<file path="src/rtl/inst_sequencer_pkg.sv">
`default_nettype none
// ============================================================================
//  Module      : inst_sequencer_pkg
//  Description : Shared types and constants for the tile instruction
//                sequencer and the corelet that consumes its inst_q word.
//  Revision    : 1.0 - initial release
// ============================================================================
package inst_sequencer_pkg;

    // Width of the instruction word sent to the corelet
    localparam int INST_W   = 34;

    // Bit positions inside the instruction word
    localparam int LOAD     = 0;
    localparam int EXEC     = 1;
    localparam int L0_WR    = 2;
    localparam int L0_RD    = 3;
    localparam int OFIFO_RD = 6;

    // Sequencer phases, in the order a tile walks through them
    typedef enum logic [2:0] {
        S_IDLE  = 3'd0,
        S_KFILL = 3'd1,
        S_KLOAD = 3'd2,
        S_GAP   = 3'd3,
        S_AFILL = 3'd4,
        S_EXEC  = 3'd5,
        S_DRAIN = 3'd6,
        S_DONE  = 3'd7
    } seq_state_t;

    // Phase counter width: large enough for the longest phase (kernel load
    // of col vectors, L0 depth of row entries, or up to 2^len_bw-1 vectors)
    // plus one spare bit.
    function automatic int cnt_width(input int n_row, input int n_col, input int n_len_bw);
        int span;
        span = 1 << n_len_bw;
        if (n_col > span) span = n_col;
        if (n_row > span) span = n_row;
        return $clog2(span) + 1;
    endfunction

endpackage
`default_nettype wire

</file>
<file path="src/rtl/inst_sequencer.sv">
`default_nettype none
// ============================================================================
//  Module      : inst_sequencer
//  Description : Issues the per-cycle instruction word that runs one tile on
//                the corelet: kernel fill, kernel load, gap, activation fill,
//                execute and OFIFO drain, with L0/OFIFO flow control.
//  Revision    : 1.0 - initial release
// ============================================================================
module inst_sequencer
    import inst_sequencer_pkg::*;
#(
    parameter int row    = 8,
    parameter int col    = 8,
    parameter int len_bw = 8
) (
    input  logic              clk,
    input  logic              reset,
    input  logic              start,
    input  logic [len_bw-1:0] num_vec,
    input  logic              l0_full,
    input  logic              ofifo_valid,
    output logic [INST_W-1:0] inst_q,
    output logic              busy,
    output logic              done
);

    localparam int                 c_cnt_w    = cnt_width(row, col, len_bw);
    localparam logic [c_cnt_w-1:0] c_col_last = c_cnt_w'(col - 1);

    seq_state_t          r_state;
    seq_state_t          w_next;
    logic [c_cnt_w-1:0]  r_cnt;
    logic [len_bw-1:0]   r_num_vec;
    logic                w_cnt_inc;
    logic                w_accept;
    logic [c_cnt_w-1:0]  w_nv_last;

    // Last counter value of the num_vec-length phases; r_num_vec is never 0 in those phases
    assign w_nv_last = c_cnt_w'(r_num_vec) - c_cnt_w'(1);

    // A tile is accepted exactly when IDLE moves to KFILL
    assign w_accept  = (r_state == S_IDLE) && (w_next == S_KFILL);

    // State, shared phase counter and latched vector count
    always_ff @(posedge clk or negedge reset) begin
        if (!reset) begin
            r_state   <= S_IDLE;
            r_cnt     <= '0;
            r_num_vec <= '0;
        end else begin
            r_state <= w_next;
            if (w_next != r_state) begin
                r_cnt <= '0;
            end else if (w_cnt_inc) begin
                r_cnt <= r_cnt + c_cnt_w'(1);
            end
            if (w_accept) begin
                r_num_vec <= num_vec;
            end
        end
    end

    // Next-state and instruction decode; outputs depend only on state, counter and flow control
    always_comb begin
        w_next    = r_state;
        w_cnt_inc = 1'b0;
        inst_q    = '0;
        busy      = (r_state != S_IDLE);
        done      = 1'b0;
        case (r_state)
            S_IDLE: begin
                if (start && (num_vec != '0)) begin
                    w_next = S_KFILL;
                end
            end
            S_KFILL: begin
                inst_q[L0_WR] = ~l0_full;
                w_cnt_inc     = ~l0_full;
                if (!l0_full && (r_cnt == c_col_last)) begin
                    w_next = S_KLOAD;
                end
            end
            S_KLOAD: begin
                inst_q[L0_RD] = 1'b1;
                inst_q[LOAD]  = 1'b1;
                w_cnt_inc     = 1'b1;
                if (r_cnt == c_col_last) begin
                    w_next = S_GAP;
                end
            end
            S_GAP: begin
                w_next = S_AFILL;
            end
            S_AFILL: begin
                inst_q[L0_WR] = ~l0_full;
                w_cnt_inc     = ~l0_full;
                if (!l0_full && (r_cnt == w_nv_last)) begin
                    w_next = S_EXEC;
                end
            end
            S_EXEC: begin
                inst_q[L0_RD] = 1'b1;
                inst_q[EXEC]  = 1'b1;
                w_cnt_inc     = 1'b1;
                if (r_cnt == w_nv_last) begin
                    w_next = S_DRAIN;
                end
            end
            S_DRAIN: begin
                inst_q[OFIFO_RD] = ofifo_valid;
                w_cnt_inc        = ofifo_valid;
                if (ofifo_valid && (r_cnt == w_nv_last)) begin
                    w_next = S_DONE;
                end
            end
            S_DONE: begin
                done   = 1'b1;
                w_next = S_IDLE;
            end
            default: begin
                w_next = S_IDLE;
            end
        endcase
    end

endmodule
`default_nettype wire

</file>
<file path="config.mk">
export PLATFORM = sky130hd
export DESIGN_NAME = inst_sequencer
export DESIGN_NICKNAME = d
export VERILOG_FILES = /design/src/rtl/inst_sequencer_pkg.sv /design/src/rtl/inst_sequencer.sv
export SDC_FILE = /design/constraint.sdc
export NUM_CORES = 1
export LEC_CHECK = 0
export CAP_MARGIN = 10
export CORE_AREA = 2 2 69 88
export CTS_BUF_LIST = sky130_fd_sc_hd__clkbuf_2 sky130_fd_sc_hd__clkbuf_4 sky130_fd_sc_hd__clkbuf_8
export DETAILED_ROUTE_END_ITERATION = 7
export DIE_AREA = 0 0 71 90
export DONT_BUFFER_PORTS = 1
export PLACE_DENSITY = 0.46
export SLEW_MARGIN = 30
export SYNTH_ARGS = -nofsm -noshare
export SYNTH_HDL_FRONTEND = slang
export SYNTH_SLANG_ARGS = --single-unit
</file>
<file path="constraint.sdc">
create_clock -name clk -period 4.3 [get_ports clk]
set_input_delay 0.86 -clock clk [delete_from_list [all_inputs] [get_ports clk]]
set_output_delay 0.86 -clock clk [all_outputs]
set_load 0.005 [all_outputs]
</file>
== After elaboration in Yosys (flattened, before gate mapping) ==
Index checks and enable logic that the tools add are counted.

* Add/subtract/negate cells: 2
* Equal/unequal tests: 11
* Muxes and demuxes: 16
* Bitwise gates (word level): 1
* Reductions and logical operators: 12

{| class="wikitable"
|+ Operators by type and width
! cell !! count
|-
| 3-bit one-hot mux with 8 select lines || 1
|-
| 3-bit two-way mux || 6
|-
| 9-bit two-way mux || 2
|-
| 3-bit == test, second input constant || 4
|-
| 9-bit by 1-bit adder with 9-bit output, second input constant || 1
|-
| 9-bit by 3-bit == test with 1-bit output, second input constant || 1
|-
| 9-bit == test || 1
|-
| 8-bit by 1-bit subtractor with 9-bit output, second input constant || 1
|-
| 8-bit nonzero test || 1
|-
| 3-bit by 1-bit == test with 1-bit output, second input constant || 2
|-
| 3-bit by 2-bit == test with 1-bit output, second input constant || 2
|-
| 1-bit two-way mux || 6
|-
| 1-bit logical AND || 5
|-
| 2-bit OR reduction || 2
|-
| 3-bit zero test || 1
|-
| 3-bit inequality test || 1
|-
| 1-bit one-hot mux with 3 select lines || 1
|-
| 3-bit nonzero test || 1
|-
| 2-bit nonzero test || 1
|-
| 1-bit zero test || 1
|-
| 1-bit NOT || 1
|}

* Bits in registers: 20
* Output and inout port bits: 36
* Logic and storage cells: 45

== Logic depth before layout (Yosys ltp) ==
* Depth after elaboration: 7
* Mapped depth: 8

== Worst setup path before layout ==
Ideal clock, no wire load.

* Kind: in2reg
* From: input ofifo_valid
* To: register r_cnt[6]
* Library setup time: 0.139 ns
* Data arrival time: 2.196 ns
* Data required time: 4.161 ns
* Slack: 1.965 ns
* Stages: 7
* Path buffers: 1
* Cell sequence: nor2b_1 > o21a_1 > or4b_2 > clkbuf_1 > nor3_1 > xnor2_1 > a21oi_1

* Cells in the longest elaborated chain, start to end: 5

{| class="wikitable"
|+ Ends and longest elaborated chain
! what !! line !! source
|-
| start: declaration || inst_sequencer.sv:21 || <nowiki>input logic ofifo_valid,</nowiki>
|-
| 1-bit logical AND || inst_sequencer.sv:112 || <nowiki>if (ofifo_valid && (r_cnt == w_nv_last)) begin</nowiki>
|-
| 3-bit two-way mux || inst_sequencer.sv:112 ||
|-
| 3-bit one-hot mux with 8 select lines || inst_sequencer.sv:70 || <nowiki>case (r_state)</nowiki>
|-
| 3-bit inequality test || inst_sequencer.sv:52 || <nowiki>if (w_next != r_state) begin</nowiki>
|-
| 9-bit two-way mux / 2-bit nonzero test (equally long branches) || -- ||
|-
| end signal: assignment || inst_sequencer.sv:55 || <nowiki>r_cnt <= r_cnt + c_cnt_w'(1);</nowiki>
|-
| end: declaration || inst_sequencer.sv:32 || <nowiki>logic [c_cnt_w-1:0] r_cnt;</nowiki>
|}

Several ways; a longest one is shown, not always the timed one.
A chain may end at the register's enable or synchronous reset.

== Final worst setup path ==
* From: register r_num_vec[0]
* To: register r_cnt[7]

* Cells in the longest elaborated chain, start to end: 7

{| class="wikitable"
|+ Ends and longest elaborated chain
! what !! line !! source
|-
| start: declaration || inst_sequencer.sv:33 || <nowiki>logic [len_bw-1:0] r_num_vec;</nowiki>
|-
| start signal: assignment || inst_sequencer.sv:58 || <nowiki>r_num_vec <= num_vec;</nowiki>
|-
| 8-bit by 1-bit subtractor with 9-bit output * || inst_sequencer.sv:39 || <nowiki>assign w_nv_last = c_cnt_w'(r_num_vec) - c_cnt_w'(1);</nowiki>
|-
| 9-bit == test * || inst_sequencer.sv:97, inst_sequencer.sv:105, inst_sequencer.sv:112 ||
|-
| 1-bit logical AND, on equally long branches || inst_sequencer.sv:112, inst_sequencer.sv:97 ||
|-
| 3-bit two-way mux, on equally long branches || inst_sequencer.sv:112, inst_sequencer.sv:97 ||
|-
| 3-bit one-hot mux with 8 select lines * || inst_sequencer.sv:70 ||
|-
| 3-bit inequality test * || inst_sequencer.sv:52 ||
|-
| 9-bit two-way mux / 2-bit nonzero test (equally long branches) || -- ||
|}

Every way passes the cells marked *; elsewhere a longest branch is shown, timed or not.

==> results.tsv <==
metric	value	unit
Period Utilization, post-route	60.4	%
Setup CP Type	flip-flop to flip-flop	
Warnings, synthesis	0	
Ant. Diodes	0	
cts hold-fix bufs	0	
clock sinks	20	
Vias	1160	
CTS tree	done	
1st-iter DRT viols	24	
Setup Fix Bufs, Post-CTS	0	
R2R setup slack	1.70	ns
Final Core Density	28.8	%
Worst Clk Skew	0.00263	ns
Final Routed Wirelength	3.19	mm
Synth top area share	30.7	%
Synth Cell Area	1630	sq um
Skew-Pair Late Insertion Delay	0.26	ns
hpwl dp	2.46	mm
final hold violations	0	
gp weighted congestion	0.721	
unrepaired setup endpoints after global routing	false	
clock buffer depth	2	
die area	6390	sq um
f_max	385	MHz
initial antenna violation count	0	
Port Buffers	0	
Hold Path Class	input port to async pin	
Initial Utilization	29.0	%
vias per std cell	4.72	
H-tree depth	1	
most common cell in the synthesized netlist	buf_4	
# rows	31	
Die Wd	71	um
Crit. End Element	flip-flop	
VDD IR max	0.182	mV
Area contributors post-synth	dfrtp_1 (31%), buf_4 (13%), xnor2_1 (8.6%)	
Pwr Density	602	nW/um^2
Async S/R FF share, synth	100	%
I/O Pins	49	
post-CTS sizing	0	
GRT Total Usage	10.1	%
global-route wire length before repair	5.30	mm
Req. time, crit path	4.42	ns
most frequent cells after synthesis	buf_4 (29), dfrtp_1 (20), xnor2_1 (16), a21oi_1 (12), nand2_1 (12)	
syn_area_per_cell	8.77	sq um
count of final setup violators	0	
fin nets	196	
post-synthesis cell type count	43	
pin count of the biggest net entering global routing	21	
area leader, netlist	dfrtp_1	
total CTS buffers	3	
ANT nets after route	0	
die height	90	um
Setup crit start kind	flip-flop	
fin crit period	2.60	ns
Slew Viols, Final	0	
grt ovf	0	
leakage power	0.000665	uW
Routed WL per cell	13.0	um
First-pass DRT Iterations	4	
share of cells above drive strength 1	11.1	%
leading register cell type out of synthesis	dfrtp_1	
Core ar.	5620	sq um
DRC viols	0	
Synth Register Bits	20	
clk root buf	clkbuf_8	
status	completed	
setup tns final	0	ns
MaxCap Viol Count	0	
cells after synthesis	186	
critical path peak fanout	9	
Seq/Total Area, Yosys	30.7	%
worst path arrival time	2.72	ns
clock slew at reported path FFs	0.07	ns
Area Overhead vs Synth	-0.613	%
number of synthesized flops with an enable pin	0	
vias in the first global route	1106	
[per-layer routing]
metal / up-vias / part of all wire [%] / routed length (um) / global-route usage (%)
li1: 569 / - / - / -
met1: 551 / 44 / 1390 / 11.8
met2: 36 / 50 / 1580 / 17.8
met3: 4 / 4.8 / 154 / 1.57
met4: 0 / 1.9 / 59 / 4.25
met5: - / 0 / 0 / 0
[path summary, 6_finish.rpt]
check | start | end | cells past startpoint
worst max-delay path | r_num_vec[0] | r_cnt[7] | 7
worst min-delay path | reset | r_num_vec[6] | 0
worst max register to register | r_num_vec[0] | r_cnt[7] | 7
worst min register to register | r_num_vec[7] | r_num_vec[7] | 1
max in group asynchronous | reset | r_state[1] | 0
min in group clk | r_num_vec[7] | r_num_vec[7] | 1
[cell families after synthesis]
| logic type | after synthesis | synth area share, % |
|---|---|---|
| simple gates | 59 | 20.2 |
| xor+xnor | 23 | 12.3 |
| buf+inv | 44 | 16.9 |
| mux | 9 | 6.14 |
| compound gates | 28 | 12.0 |
| other cells | 1 | 0.230 |
| flops | 20 | 30.7 |
| fa+ha+maj | 2 | 1.53 |
[sequential cells by signal, indices dropped and copies added, names as in the netlist]
signal	flops
r_cnt	9
r_state	3
r_num_vec	8
[power breakdown]
group	internal (uW)	total (uW)	switching, uW
clock	81.4	143	61.9
sequential	253	377	124
combinational	226	456	229
total	561	976	415
[final cells by class]
type	instances	area, sq um
fill	583	4000
tap	66	82.6
sequential	20	500
multi-input combinational	150	961
clock buffer	4	55.1
inverter	6	22.5
[placed cells by master (no fill, tap or decap), types with 2 or more instances in the layout]
master     n
dfrtp_1   20
o21ai_0    3
nor2b_1    3
or3_1      3
xor2_1     7
nand2b_1   2
a21boi_0   2
mux2_2     8
clkbuf_8   4
xnor2_1   16
nor2_1    11
ha_1       2
nor4b_1    3
nor4_1     4
a21oi_1   12
nand3_1    5
nand2_1   12
conb_1    29
inv_1      6
nor3_1     8
[critical path: stages, from the launching register on]
cell,delay (ns)
dfrtp_1,0.44
inv_1,0.08
ha_1,0.24
nor3b_1,0.38
a31oi_1,0.17
or4_4,0.60
o31ai_4,0.41
a21oi_1,0.13
[per-stage QoR]
stage	worst slack (ns)	area, sq um	cells	power [uW]	hold slack (ns)
5_1_grt	1.51	1620	246	1060	0.277
3_3_place_gp	1.70	1570	242	838	0.554
2_1_floorplan	1.96	1740	214	768	0.525
3_5_place_dp	1.72	1570	242	839	0.562
6_report	1.70	1620	246	976	0.291
4_1_cts	1.67	1620	246	989	0.281
Power figures use the tool's default switching activity.
